`src/rtl/vga_pkg.sv`:
```
// vga_pkg: default 640x480@60 timing constants and the raster counter type.
package vga_pkg;
  localparam int CNT_W = 10;
  localparam int H_ACTIVE_DEF = 640;
  localparam int H_FRONT_DEF = 16;
  localparam int H_SYNC_DEF = 96;
  localparam int H_BACK_DEF = 48;
  localparam int V_ACTIVE_DEF = 480;
  localparam int V_FRONT_DEF = 10;
  localparam int V_SYNC_DEF = 2;
  localparam int V_BACK_DEF = 33;
  typedef logic [CNT_W-1:0] cnt_t;
endpackage

```
`src/rtl/vga_axis.sv`:
```
// vga_axis: one raster axis, a wrapping counter with active/sync window decode.
module vga_axis
  import vga_pkg::*;
#(
  parameter int ACTIVE = H_ACTIVE_DEF,
  parameter int FRONT = H_FRONT_DEF,
  parameter int SYNC = H_SYNC_DEF,
  parameter int BACK = H_BACK_DEF
) (
  input  logic clk,
  input  logic rst,
  input  logic i_adv,
  output cnt_t o_cnt,
  output logic o_active,
  output logic o_sync,
  output logic o_wrap
);
  localparam cnt_t LAST = cnt_t'(ACTIVE + FRONT + SYNC + BACK - 1);
  localparam cnt_t ACT_END = cnt_t'(ACTIVE);
  localparam cnt_t SYNC_BEG = cnt_t'(ACTIVE + FRONT);
  localparam cnt_t SYNC_END = cnt_t'(ACTIVE + FRONT + SYNC);
  cnt_t r_cnt;
  always_ff @(posedge clk) begin
    if (rst) r_cnt <= '0;
    else if (i_adv) r_cnt <= o_wrap ? '0 : r_cnt + cnt_t'(1);
  end
  assign o_cnt = r_cnt;
  assign o_wrap = r_cnt == LAST;
  assign o_active = r_cnt < ACT_END;
  assign o_sync = r_cnt >= SYNC_BEG && r_cnt < SYNC_END;
endmodule

```
`src/rtl/vga_timing.sv`:
```
// vga_timing: VGA raster generator; outputs are a registered decode of the
// current counters, so they trail the counters by one enabled clock.
module vga_timing
  import vga_pkg::*;
#(
  parameter int H_ACTIVE = H_ACTIVE_DEF,
  parameter int H_FRONT = H_FRONT_DEF,
  parameter int H_SYNC = H_SYNC_DEF,
  parameter int H_BACK = H_BACK_DEF,
  parameter int V_ACTIVE = V_ACTIVE_DEF,
  parameter int V_FRONT = V_FRONT_DEF,
  parameter int V_SYNC = V_SYNC_DEF,
  parameter int V_BACK = V_BACK_DEF,
  parameter bit SYNC_POL = 1'b0
) (
  input  logic             clk,
  input  logic             reset,
  input  logic             enable,
  output logic             hsync,
  output logic             vsync,
  output logic             active,
  output logic [CNT_W-1:0] xpos,
  output logic [CNT_W-1:0] ypos,
  output logic             line_start,
  output logic             frame_start
);
  localparam int H_TOTAL = H_ACTIVE + H_FRONT + H_SYNC + H_BACK;
  localparam int V_TOTAL = V_ACTIVE + V_FRONT + V_SYNC + V_BACK;
  if (H_TOTAL > (1 << CNT_W) || V_TOTAL > (1 << CNT_W) || H_ACTIVE == 0 || H_FRONT == 0 ||
      H_SYNC == 0 || H_BACK == 0 || V_ACTIVE == 0 || V_FRONT == 0 || V_SYNC == 0 ||
      V_BACK == 0) begin : g_bad_timing
    $error("vga_timing: zero interval or total exceeds counter range");
  end
  cnt_t w_hcnt, w_vcnt;
  logic w_h_act, w_h_sync, w_h_wrap, w_v_act, w_v_sync, w_unused_v_wrap;
  logic r_hsync, r_vsync, r_active, r_line_start, r_frame_start;
  cnt_t r_xpos, r_ypos;
  vga_axis #(.ACTIVE(H_ACTIVE), .FRONT(H_FRONT), .SYNC(H_SYNC), .BACK(H_BACK)) u_h (
    .clk(clk), .rst(reset), .i_adv(enable),
    .o_cnt(w_hcnt), .o_active(w_h_act), .o_sync(w_h_sync), .o_wrap(w_h_wrap)
  );
  vga_axis #(.ACTIVE(V_ACTIVE), .FRONT(V_FRONT), .SYNC(V_SYNC), .BACK(V_BACK)) u_v (
    .clk(clk), .rst(reset), .i_adv(enable & w_h_wrap),
    .o_cnt(w_vcnt), .o_active(w_v_act), .o_sync(w_v_sync), .o_wrap(w_unused_v_wrap)
  );
  // Decoding only on enabled clocks makes each position produce exactly one strobe.
  always_ff @(posedge clk) begin
    if (reset) begin
      r_hsync <= ~SYNC_POL;
      r_vsync <= ~SYNC_POL;
      r_active <= 1'b0;
      r_xpos <= '0;
      r_ypos <= '0;
      r_line_start <= 1'b0;
      r_frame_start <= 1'b0;
    end else if (enable) begin
      r_hsync <= w_h_sync ? SYNC_POL : ~SYNC_POL;
      r_vsync <= w_v_sync ? SYNC_POL : ~SYNC_POL;
      r_active <= w_h_act & w_v_act;
      r_xpos <= w_hcnt;
      r_ypos <= w_vcnt;
      r_line_start <= w_hcnt == '0;
      r_frame_start <= w_hcnt == '0 && w_vcnt == '0;
    end else begin
      r_line_start <= 1'b0;
      r_frame_start <= 1'b0;
    end
  end
  assign hsync = r_hsync;
  assign vsync = r_vsync;
  assign active = r_active;
  assign xpos = r_xpos;
  assign ypos = r_ypos;
  assign line_start = r_line_start;
  assign frame_start = r_frame_start;
endmodule

```
`config.mk`:
```
export PLATFORM = sky130hd
export DESIGN_NAME = vga_timing
export DESIGN_NICKNAME = d
export VERILOG_FILES = /design/src/rtl/vga_pkg.sv /design/src/rtl/vga_axis.sv /design/src/rtl/vga_timing.sv
export SDC_FILE = /design/constraint.sdc
export NUM_CORES = 1
export LEC_CHECK = 0
export ABC_AREA = 1
export CORE_UTILIZATION = 30
export DETAILED_ROUTE_END_ITERATION = 16
export PLACE_DENSITY = 0.54
export SETUP_SLACK_MARGIN = 0.3
export SYNTH_ARGS = -nofsm -noshare
export SYNTH_HDL_FRONTEND = slang
export SYNTH_SLANG_ARGS = --single-unit
```
`constraint.sdc`:
```
create_clock -name clk -period 1.7 [get_ports clk]
set_clock_uncertainty 0.15 [all_clocks]
set_input_delay 0.51 -clock clk [delete_from_list [all_inputs] [get_ports clk]]
set_output_delay 0.51 -clock clk [all_outputs]
set_load 0.02 [all_outputs]
```
==> flow_summary.json <==
{
  "status": "finished, violations left",
  "violations": "DRC",
  "dr.pass1.iters": 10,
  "routed_wl_mm": 5.07,
  "dr_total_vias": 1943,
  "htree_num_levels": 2,
  "peakVddDrop_v": 0.000334,
  "hp-class": "flip-flop to flip-flop",
  "syn_to_final_growth_pct": 42.4,
  "cts_hold_buf": 0,
  "path_cells": "ha_4 -> nand2_4 -> nor2_4 -> nand3_4 -> nor2_4 -> nand2_1 -> nand2_2 -> nor2_1",
  "fill_cells": 666,
  "nNetsFinal": 331,
  "io_buffers": 27,
  "drt-wirelength-per-cell_um": 12.6,
  "syn_area_um2": 2040,
  "p_sw_mw": 0.526,
  "clkPwrFrac_pct": 37.2,
  "cts.clk_slew.worst_paths_ns": 0.08,
  "antenna_found_initial": 0,
  "num_rows": 29,
  "num_io_pins": 28,
  "grt_pass1_wl_mm": 8.47,
  "avgSynthCellArea_um2": 7.33,
  "cts_tree": "built",
  "cts_root_buf": "clkbuf_8",
  "cts_buffers": 5,
  "hold_viol": 0,
  "yosysUniqueCellTypes": 29,
  "drive_above_1_share_pct": 43.7,
  "gp_congestion": 0.847,
  "core-area_um2": 6460,
  "max_stage_delay_ns": 0.37,
  "synth-seq-area-share_pct": 44.2,
  "track_usage_pct": 15.0,
  "crit_arrival_ns": 1.51,
  "critPathMaxFanout": 8,
  "required_ns": 1.74,
  "die_x_um": 84.4,
  "grt_pass1_vias": 1775,
  "clock_latency_ns": 0.29,
  "clock_sinks": 45,
  "initial_utilization_pct": 31.6,
  "slew_headroom_pct": 78.3,
  "slowest_stage": "dfxtp_4",
  "place_inst": 387,
  "grt_start_max_net_pins": 18,
  "syn_nets": 285,
  "setup_viol": 0,
  "powerDensity_nw_per_um2": 748,
  "grt_overflow_total": 0,
  "rsz0062_at_grt": "yes",
  "drc": 8,
  "antenna_cells": 0,
  "die_area_um2": 7130,
  "p_seq_share_pct": 51.2,
  "ant_nets": 0,
  "p_leak_nw": 1.21,
  "r2r_setup_slack_ns": 0.23,
  "synth-async-reset-ratio_pct": 0,
  "cpLargestDelayFamily": "simple AND/OR/NAND/NOR gates",
  "drv_slew": 0,
  "synthCells": 278,
  "swShare_pct": 24.2,
  "intPower_mw": 1.64,
  "yosysWarnings": 0,
  "first_iter_violations": 105,
  "fp.dieH_um": 84.4,
  "worstSetupPathType": "flip-flop to flip-flop",
  "critPathBufInv": 0,
  "synth-edff-count": 0,
  "hpwl_mm": 3.64,
  "fmax_ghz": 0.681,
  "finalCritPeriodShare_pct": 86.4,
  "p_comb_share_pct": 11.5,
  "via_per_inst": 4.83,
  "fin_crit_ns": 1.47,
  "clock_path_buffers": 2,
  "max_cap_violations": 0,
  "final_cells": 402,
  "worst_pin_slew_ns": 0.324,
  "hold-worst-slack_ns": 0.319,
  "ys_ff_latch": 45,
  "ys.flop_type": "dfxtp_1",
  "critical_path.most_common_cell": "nor2_4",
  "start_kind": "flip-flop",
  "critPathCaptureType": "flip-flop"
}
placed cells by master, fill, tap and decap left out, types with 6 or more instances in the layout:
| cell | count |
|---|---|
| o21ai_0 | 19 |
| nor2_1 | 23 |
| dfxtp_2 | 32 |
| buf_4 | 20 |
| nand2_2 | 8 |
| nand3_1 | 12 |
| a21oi_1 | 26 |
| inv_4 | 6 |
| buf_6 | 26 |
| nor2_4 | 7 |
| nand4_1 | 6 |
| inv_1 | 22 |
| dfxtp_1 | 9 |
| nand2_1 | 49 |
cell type report:
| class | instances | area [µm²] | area share [%] |
|---|---|---|---|
| multi-input cells | 189 | 1110 | 38.3 |
| flip-flops and latches | 45 | 956 | 32.9 |
| repair buffers | 49 | 477 | 16.4 |
| inverters | 34 | 150 | 5.17 |
| well taps | 77 | 96.3 | 3.32 |
| clock buffers | 6 | 72.6 | 2.50 |
| clock inverters | 2 | 38.8 | 1.34 |
synth_stat cells, types with 2 or more instances:
| cell | count | share of area (%) |
|---|---|---|
| nor3_1 | 9 | 2.2 |
| nand2_1 | 56 | 10 |
| o21ai_1 | 3 | 0.74 |
| xor2_1 | 2 | 0.86 |
| nand2_2 | 2 | 0.61 |
| clkbuf_1 | 5 | 0.92 |
| a21oi_1 | 28 | 6.9 |
| nand3_1 | 14 | 3.4 |
| nand4_1 | 6 | 1.8 |
| nor2_2 | 4 | 1.2 |
| nand2_4 | 2 | 1.1 |
| buf_2 | 3 | 0.74 |
| nor2_1 | 28 | 5.2 |
| ha_1 | 4 | 2.5 |
| nor2_4 | 3 | 1.7 |
| o21ai_0 | 20 | 4.9 |
| inv_2 | 3 | 0.55 |
| inv_1 | 31 | 5.7 |
| dfxtp_1 | 45 | 44 |
layer usage:
metal	global-route usage (%)	routed length, µm	vias to the layer above
met5	0	0	-
met2	22.7	2150	65
met4	5.08	81	0
li1	-	-	998
met3	2.46	287	11
met1	21.6	2560	869
cell families (layout without fill, tap and decap cells):
logic type / Yosys count / count (layout) / share of synthesized area [%]
AO/OA/AOI/OAI: 54 / 54 / 13.6
XOR/XNOR: 2 / 2 / 0.860
adder cells (fa/ha/maj): 4 / 4 / 2.46
buffers and inverters: 44 / 91 / 8.53
flip-flops: 45 / 45 / 44.2
AND/OR/NAND/NOR: 129 / 129 / 30.4
power groups by stage:
stage	sequential (mW)	clock, mW	combinational [mW]
after floorplan	1.16	0	0.0856
after global placement	1.13	0	0.217
after detailed placement	1.13	0	0.218
after CTS	1.11	0.842	0.237
after global routing	1.12	0.904	0.270
final	1.11	0.808	0.251
timing repair:
action | 4_1_cts | 5_1_grt
endpoints found under the setup margin | 70 | 51
buffers inserted | 5 | 2
resized for setup | 196 | 47
pin swaps | 13 | 9
sequential cells by signal, summed over array words and instances (netlist names):
signal,cells
active,1
frame_start,1
hsync,1
line_start,1
u_h.o_cnt,10
u_v.o_cnt,10
vsync,1
xpos,10
ypos,10
final timing paths:
check                                  from                         to  depth (start not counted)
setup reg to reg  u_h.o_cnt[0]$_SDFFE_PP0P_  u_v.o_cnt[5]$_SDFFE_PP0P_                          8
hold / removal         xpos[7]$_SDFFE_PP0P_       xpos[7]$_SDFFE_PP0P_                          2
setup / recovery  u_h.o_cnt[0]$_SDFFE_PP0P_  u_v.o_cnt[5]$_SDFFE_PP0P_                          8
hold reg to reg        xpos[7]$_SDFFE_PP0P_       xpos[7]$_SDFFE_PP0P_                          2
worst min-delay path: cells and delay by family, from the launching register on:
| family | cells | cell delay [ns] |
|---|---|---|
| DFF | 1 | 0.33 |
| and+or+nand+nor | 1 | 0.06 |
| AOI/OAI and AO/OA | 1 | 0.05 |
stage by stage:
stage	utilization, %	TNS (ns)	instance area, µm²	total power [mW]	setup slack [ns]
floorplan	-	0	2070	1.25	0.228
global placement	38.7	-12.45	2500	1.35	-0.417
detailed placement	38.7	-12.47	2500	1.35	-0.434
CTS	42.8	0	2760	2.19	0.212
global route	44.9	0	2900	2.29	0.110
finish	44.9	0	2900	2.17	0.231
Power figures use the tool's default switching activity.
